==> src/rtl/square_plotter.sv <==
// Expands {x, y, colour} square requests into SQ_W x SQ_H single-pixel VGA writes,
// one per clock. Optional macro SQUARE_BORDER_EN draws a white outline on non-black squares.
module square_plotter #(
  parameter int SQ_W     = 4,
  parameter int SQ_H     = 4,
  parameter int SCREEN_W = 160,
  parameter int SCREEN_H = 120
) (
  input  logic       clk,
  input  logic       resetn,
  input  logic       in_valid,
  output logic       in_ready,
  input  logic [7:0] in_x,
  input  logic [6:0] in_y,
  input  logic [2:0] in_colour,
  output logic [7:0] vga_x,
  output logic [6:0] vga_y,
  output logic [2:0] vga_colour,
  output logic       vga_plot,
  output logic       done
);

  typedef enum logic [1:0] {IDLE, DRAW, DONE} state_t;

  localparam logic [3:0] CX_LAST = 4'(SQ_W - 1);
  localparam logic [3:0] CY_LAST = 4'(SQ_H - 1);
  localparam logic [8:0] LIM_X   = 9'(SCREEN_W);
  localparam logic [7:0] LIM_Y   = 8'(SCREEN_H);

  state_t     state, state_nxt;
  logic [7:0] bx;
  logic [6:0] by;
  logic [2:0] col;
  logic [3:0] cx, cy, cx_nxt, cy_nxt;
  logic       accept;

  // Sums are one bit wider than the ports so off-screen pixels can be detected.
  logic [8:0] sum_x;
  logic [7:0] sum_y;
  logic       on_screen;
  logic [2:0] pix_col;

  assign accept    = (state == IDLE) && in_valid;
  assign sum_x     = {1'b0, bx} + {5'b0, cx};
  assign sum_y     = {1'b0, by} + {4'b0, cy};
  assign on_screen = (sum_x < LIM_X) && (sum_y < LIM_Y);

  always_comb begin
    state_nxt = state;
    cx_nxt    = cx;
    cy_nxt    = cy;
    case (state)
      IDLE: begin
        cx_nxt = 4'd0;
        cy_nxt = 4'd0;
        if (in_valid) state_nxt = DRAW;
      end
      DRAW: begin
        if (cx == CX_LAST) begin
          cx_nxt = 4'd0;
          if (cy == CY_LAST) begin
            cy_nxt    = 4'd0;
            state_nxt = DONE;
          end else begin
            cy_nxt = cy + 4'd1;
          end
        end else begin
          cx_nxt = cx + 4'd1;
        end
      end
      DONE: begin
        cx_nxt    = 4'd0;
        cy_nxt    = 4'd0;
        state_nxt = IDLE;
      end
      default: begin
        cx_nxt    = 4'd0;
        cy_nxt    = 4'd0;
        state_nxt = IDLE;
      end
    endcase
  end

  always_ff @(posedge clk or negedge resetn) begin
    if (!resetn) begin
      state <= IDLE;
      bx    <= 8'd0;
      by    <= 7'd0;
      col   <= 3'd0;
      cx    <= 4'd0;
      cy    <= 4'd0;
    end else begin
      state <= state_nxt;
      cx    <= cx_nxt;
      cy    <= cy_nxt;
      if (accept) begin
        bx  <= in_x;
        by  <= in_y;
        col <= in_colour;
      end
    end
  end

`ifdef SQUARE_BORDER_EN
  logic is_edge;
  assign is_edge = (cx == 4'd0) || (cx == CX_LAST) || (cy == 4'd0) || (cy == CY_LAST);

  // Black stays black everywhere so erasing a square still clears its outline.
  always_comb begin
    pix_col = col;
    if (is_edge && (col != 3'b000)) pix_col = 3'b111;
  end
`else
  always_comb begin
    pix_col = col;
  end
`endif

  // All outputs decode registered state only; nothing flows from in_* to vga_*.
  assign in_ready   = (state == IDLE);
  assign done       = (state == DONE);
  assign vga_plot   = (state == DRAW) && on_screen;
  assign vga_x      = (state == DRAW) ? sum_x[7:0] : 8'd0;
  assign vga_y      = (state == DRAW) ? sum_y[6:0] : 7'd0;
  assign vga_colour = (state == DRAW) ? pix_col : 3'd0;

endmodule

==> config.mk <==
export PLATFORM = sky130hd
export DESIGN_NAME = square_plotter
export DESIGN_NICKNAME = d
export VERILOG_FILES = /design/src/rtl/square_plotter.sv
export SDC_FILE = /design/constraint.sdc
export NUM_CORES = 1
export LEC_CHECK = 0
export CORE_ASPECT_RATIO = 1.75
export CORE_MARGIN = 1
export CORE_UTILIZATION = 55
export CTS_BUF_LIST = sky130_fd_sc_hd__clkbuf_8
export DETAILED_ROUTE_END_ITERATION = 10
export MAX_ROUTING_LAYER = met4
export PLACE_DENSITY = 0.88
export SLEW_MARGIN = 20
export SYNTH_ARGS = -nofsm -noshare
export SYNTH_HDL_FRONTEND = slang
export SYNTH_SLANG_ARGS = --single-unit
==> constraint.sdc <==
create_clock -name clk -period 5.8 [get_ports clk]
set_clock_uncertainty 0.1 [all_clocks]
set_input_delay 1.16 -clock clk [delete_from_list [all_inputs] [get_ports clk]]
set_output_delay 1.16 -clock clk [all_outputs]
set_load 0.03 [all_outputs]
==> impl_metrics.py <==
metrics = {
    "outcome": {
        "status": "complete, no violations",
    },
    "timing": {
        "min_period_over_period": 0.744,
        "drv_slew": 0,
        "final_hold_viol_count": 0,
        "post-route-min-period_ns": 4.31,
        "rsz0062_at_grt": "false",
        "finalSetupViolCount": 0,
        "setup_tns_ns": 0,
        "tightest_slew_ns": 0.680,
        "slew_headroom": 0.547,
        "fmax_mhz": 232,
    },
    "logic_synthesis": {
        "synthesis.area_um2": 1740,
        "yosys.cell_types.count": 46,
        "yosysTopAreaCellShare": 0.403,
        "ys.flop_type": "dfrtp_1",
        "synth-edff-count": 0,
        "seq_area_frac_synth": 0.403,
        "synth_top_cell_by_area": "dfrtp_1",
        "ys_warn_count": 0,
        "ys_seq_elements": 28,
        "synth.avg_cell_area_um2": 11.4,
        "async_flop_share": 1.00,
        "netlist_top_cells_area": "dfrtp_1, ha_1, mux2_4",
        "syn_inst": 152,
        "synth_nets": 185,
    },
    "cts": {
        "cts_buffers": 3,
        "cts.hold.buffers_added": 0,
        "cts_root_buf": "clkbuf_8",
        "clk_path_buf_depth": 2,
        "cts_tree": "built",
        "clock-sinks": 28,
        "clk_latency_ns": 0.28,
        "postCtsSetupBuffers": 0,
        "clk_pin_slew_ns": 0.09,
        "cts_resized": 0,
        "htreeDepth": 1,
    },
    "setup_path": {
        "critPathLaunchType": "flop",
        "rrSetupSlack_ns": 4.13,
        "worst_path_dominant_cell_family": "buffers and inverters",
        "worst_r2r_endpoint": "cy[3]",
        "crit_buf_inv": 1,
        "cp_data_required_time_ns": 4.54,
        "setup.worst_path.start": "cy[0]",
        "end_kind": "primary output",
        "cp_slowest_cell": "clkdlybuf4s50_1",
        "criticalPathCategory": "flop to primary output",
        "r2r_cells": 5,
        "path_cells": "ha_1, fa_1, a21o_1, a21oi_2, xor2_1, nor4b_1, a211oi_2, clkdlybuf4s50_1",
        "path_depth": 8,
        "arrival_ns": 3.05,
        "rr_startpoint": "cx[1]",
        "worstPathMaxFanout": 5,
        "cpPeakStageDelay_ns": 0.70,
    },
    "routing": {
        "route.met2.wl_um": 2270,
        "drt_iter0_markers": 37,
        "drcViolationCount": 0,
        "wire_per_inst_um": 16.6,
        "first_pass_iters": 4,
        "met1_length_um": 1410,
        "via_count": 1341,
        "wirelength_um": 3910,
        "dr.max_layer_used": "met4",
        "vias_per_cell": 5.71,
        "met3_length_um": 142,
        "postRouteAntennaNets": 0,
    },
    "global_route": {
        "grt_max_degree": 29,
        "overflow": 0,
        "antenna_found_initial": 0,
        "grt_pass1_vias": 1418,
        "track_usage": 0.260,
        "grt_pass1_wl_um": 6430,
    },
    "finish": {
        "drive_gt1_frac": 0.171,
        "antenna_cells": 0,
        "finish.utilization": 0.750,
        "fin_nets": 227,
        "fill_cells": 218,
        "areaGrowthSynthToFinish_pct": 27.7,
        "fin_area_um2": 2220,
    },
    "die": {
        "die-width_um": 44.5,
        "initial_core_util": 0.587,
        "row_count": 26,
        "io_pins": 42,
        "coreArea_um2": 2960,
        "dieHeight_um": 76.4,
        "die_area_um2": 3400,
    },
    "flow_run": {
        "maxCapViolCount": 0,
    },
    "place": {
        "hpwl_um": 2920,
        "routabilityCongestion": 0.827,
        "dpl-instance-area_um2": 2160,
        "io_buffers": 41,
    },
    "power": {
        "leakagePower_nw": 0.949,
        "vdd_ir_drop_max_v": 0.000568,
        "powerDensity_nw_per_um2": 690,
    },
    "hold_path": {
        "min_path_cells": 1,
        "hold-path-endpoint": "state[0]",
        "hold_start": "state[1]",
        "hold_path.class": "flop to flop",
    },
}
-- through the flow --
step / setup slack, ns / hold slack [ns] / cells / total power [W]
after global placement: 1.92 / 0.378 / 231 / 0.00136
final: 1.49 / 0.419 / 235 / 0.00153
after global routing: 1.39 / 0.446 / 235 / 0.00162
after CTS: 1.50 / 0.421 / 235 / 0.00154
after floorplan: 2.38 / 0.368 / 152 / 0.00104
after detailed placement: 1.85 / 0.392 / 231 / 0.00141
-- how the worst max path moves through the flow --
stage,endpoint
6_report,vga_plot
4_1_cts,vga_plot
5_1_grt,vga_plot
2_1_floorplan,vga_plot
3_5_place_dp,vga_plot
3_3_place_gp,vga_plot
-- cells by family after synthesis --
family | count (synthesis) | synth area share
AND/OR/NAND/NOR | 51 | 0.165
flip-flops | 28 | 0.403
AO/OA/AOI/OAI | 25 | 0.115
multiplexers | 19 | 0.139
adder cells (fa/ha/maj) | 12 | 0.0950
XOR/XNOR | 11 | 0.0554
buffers and inverters | 6 | 0.0273
-- sequential cells by signal, indices dropped and copies added (netlist names) --
name,count
cy,4
col,3
cx,4
bx,8
state,2
by,7
-- cell type report --
class                      instances  area [um^2]  share of cell area
clock buffer                       4         55.1              0.0248
inverter                           1         3.75             0.00169
multi-input combinational        118          990               0.446
sequential                        28          701               0.316
tap                               42         52.6              0.0237
timing repair buffer              42          418               0.188
-- power breakdown --
| part | switching (W) | internal [W] | leakage [nW] |
|---|---|---|---|
| Clock | 0.0000619 | 0.0000609 | 0.0288 |
| Combinational | 0.000561 | 0.000472 | 0.573 |
| Sequential | 0.0000986 | 0.000278 | 0.347 |
| Total | 0.000721 | 0.000811 | 0.949 |
-- synth_stat cells, types with 2 or more instances --
master / instances
a211oi_1: 3
a211oi_2: 2
a21o_1: 3
a21oi_1: 4
and2_1: 9
dfrtp_1: 28
fa_1: 2
ha_1: 10
mux2_2: 9
mux2_4: 8
mux2i_1: 2
nand2_1: 5
nand3_1: 2
nor2_1: 16
nor2b_1: 2
nor3_1: 4
o21ai_0: 4
or3_1: 2
xnor2_1: 5
xor2_1: 6
-- metal layers --
layer | up-vias | global-route usage
li1 | 624 | -
met1 | 672 | 0.288
met2 | 35 | 0.435
met3 | 10 | 0.0308
met4 | 0 | 0.136
met5 | - | -
-- cell usage in the layout, fill, tap and decap left out, types with 2 or more instances in the layout --
cell	synthesis	routed
clkdlybuf4s50_1	0	41
dfrtp_1	28	28
nor2_1	16	16
ha_1	10	10
and2_1	9	9
mux2_2	9	9
mux2_4	8	8
xor2_1	6	6
xnor2_1	5	5
nand2_1	5	5
nor3_1	4	4
o21ai_0	4	4
a21oi_1	4	4
clkbuf_8	0	4
a211oi_1	3	3
a21o_1	3	3
nor2b_1	2	2
a211oi_2	2	2
nand3_1	2	2
or3_1	2	2
mux2i_1	2	2
fa_1	2	2
(Power assumes the default switching activity.)
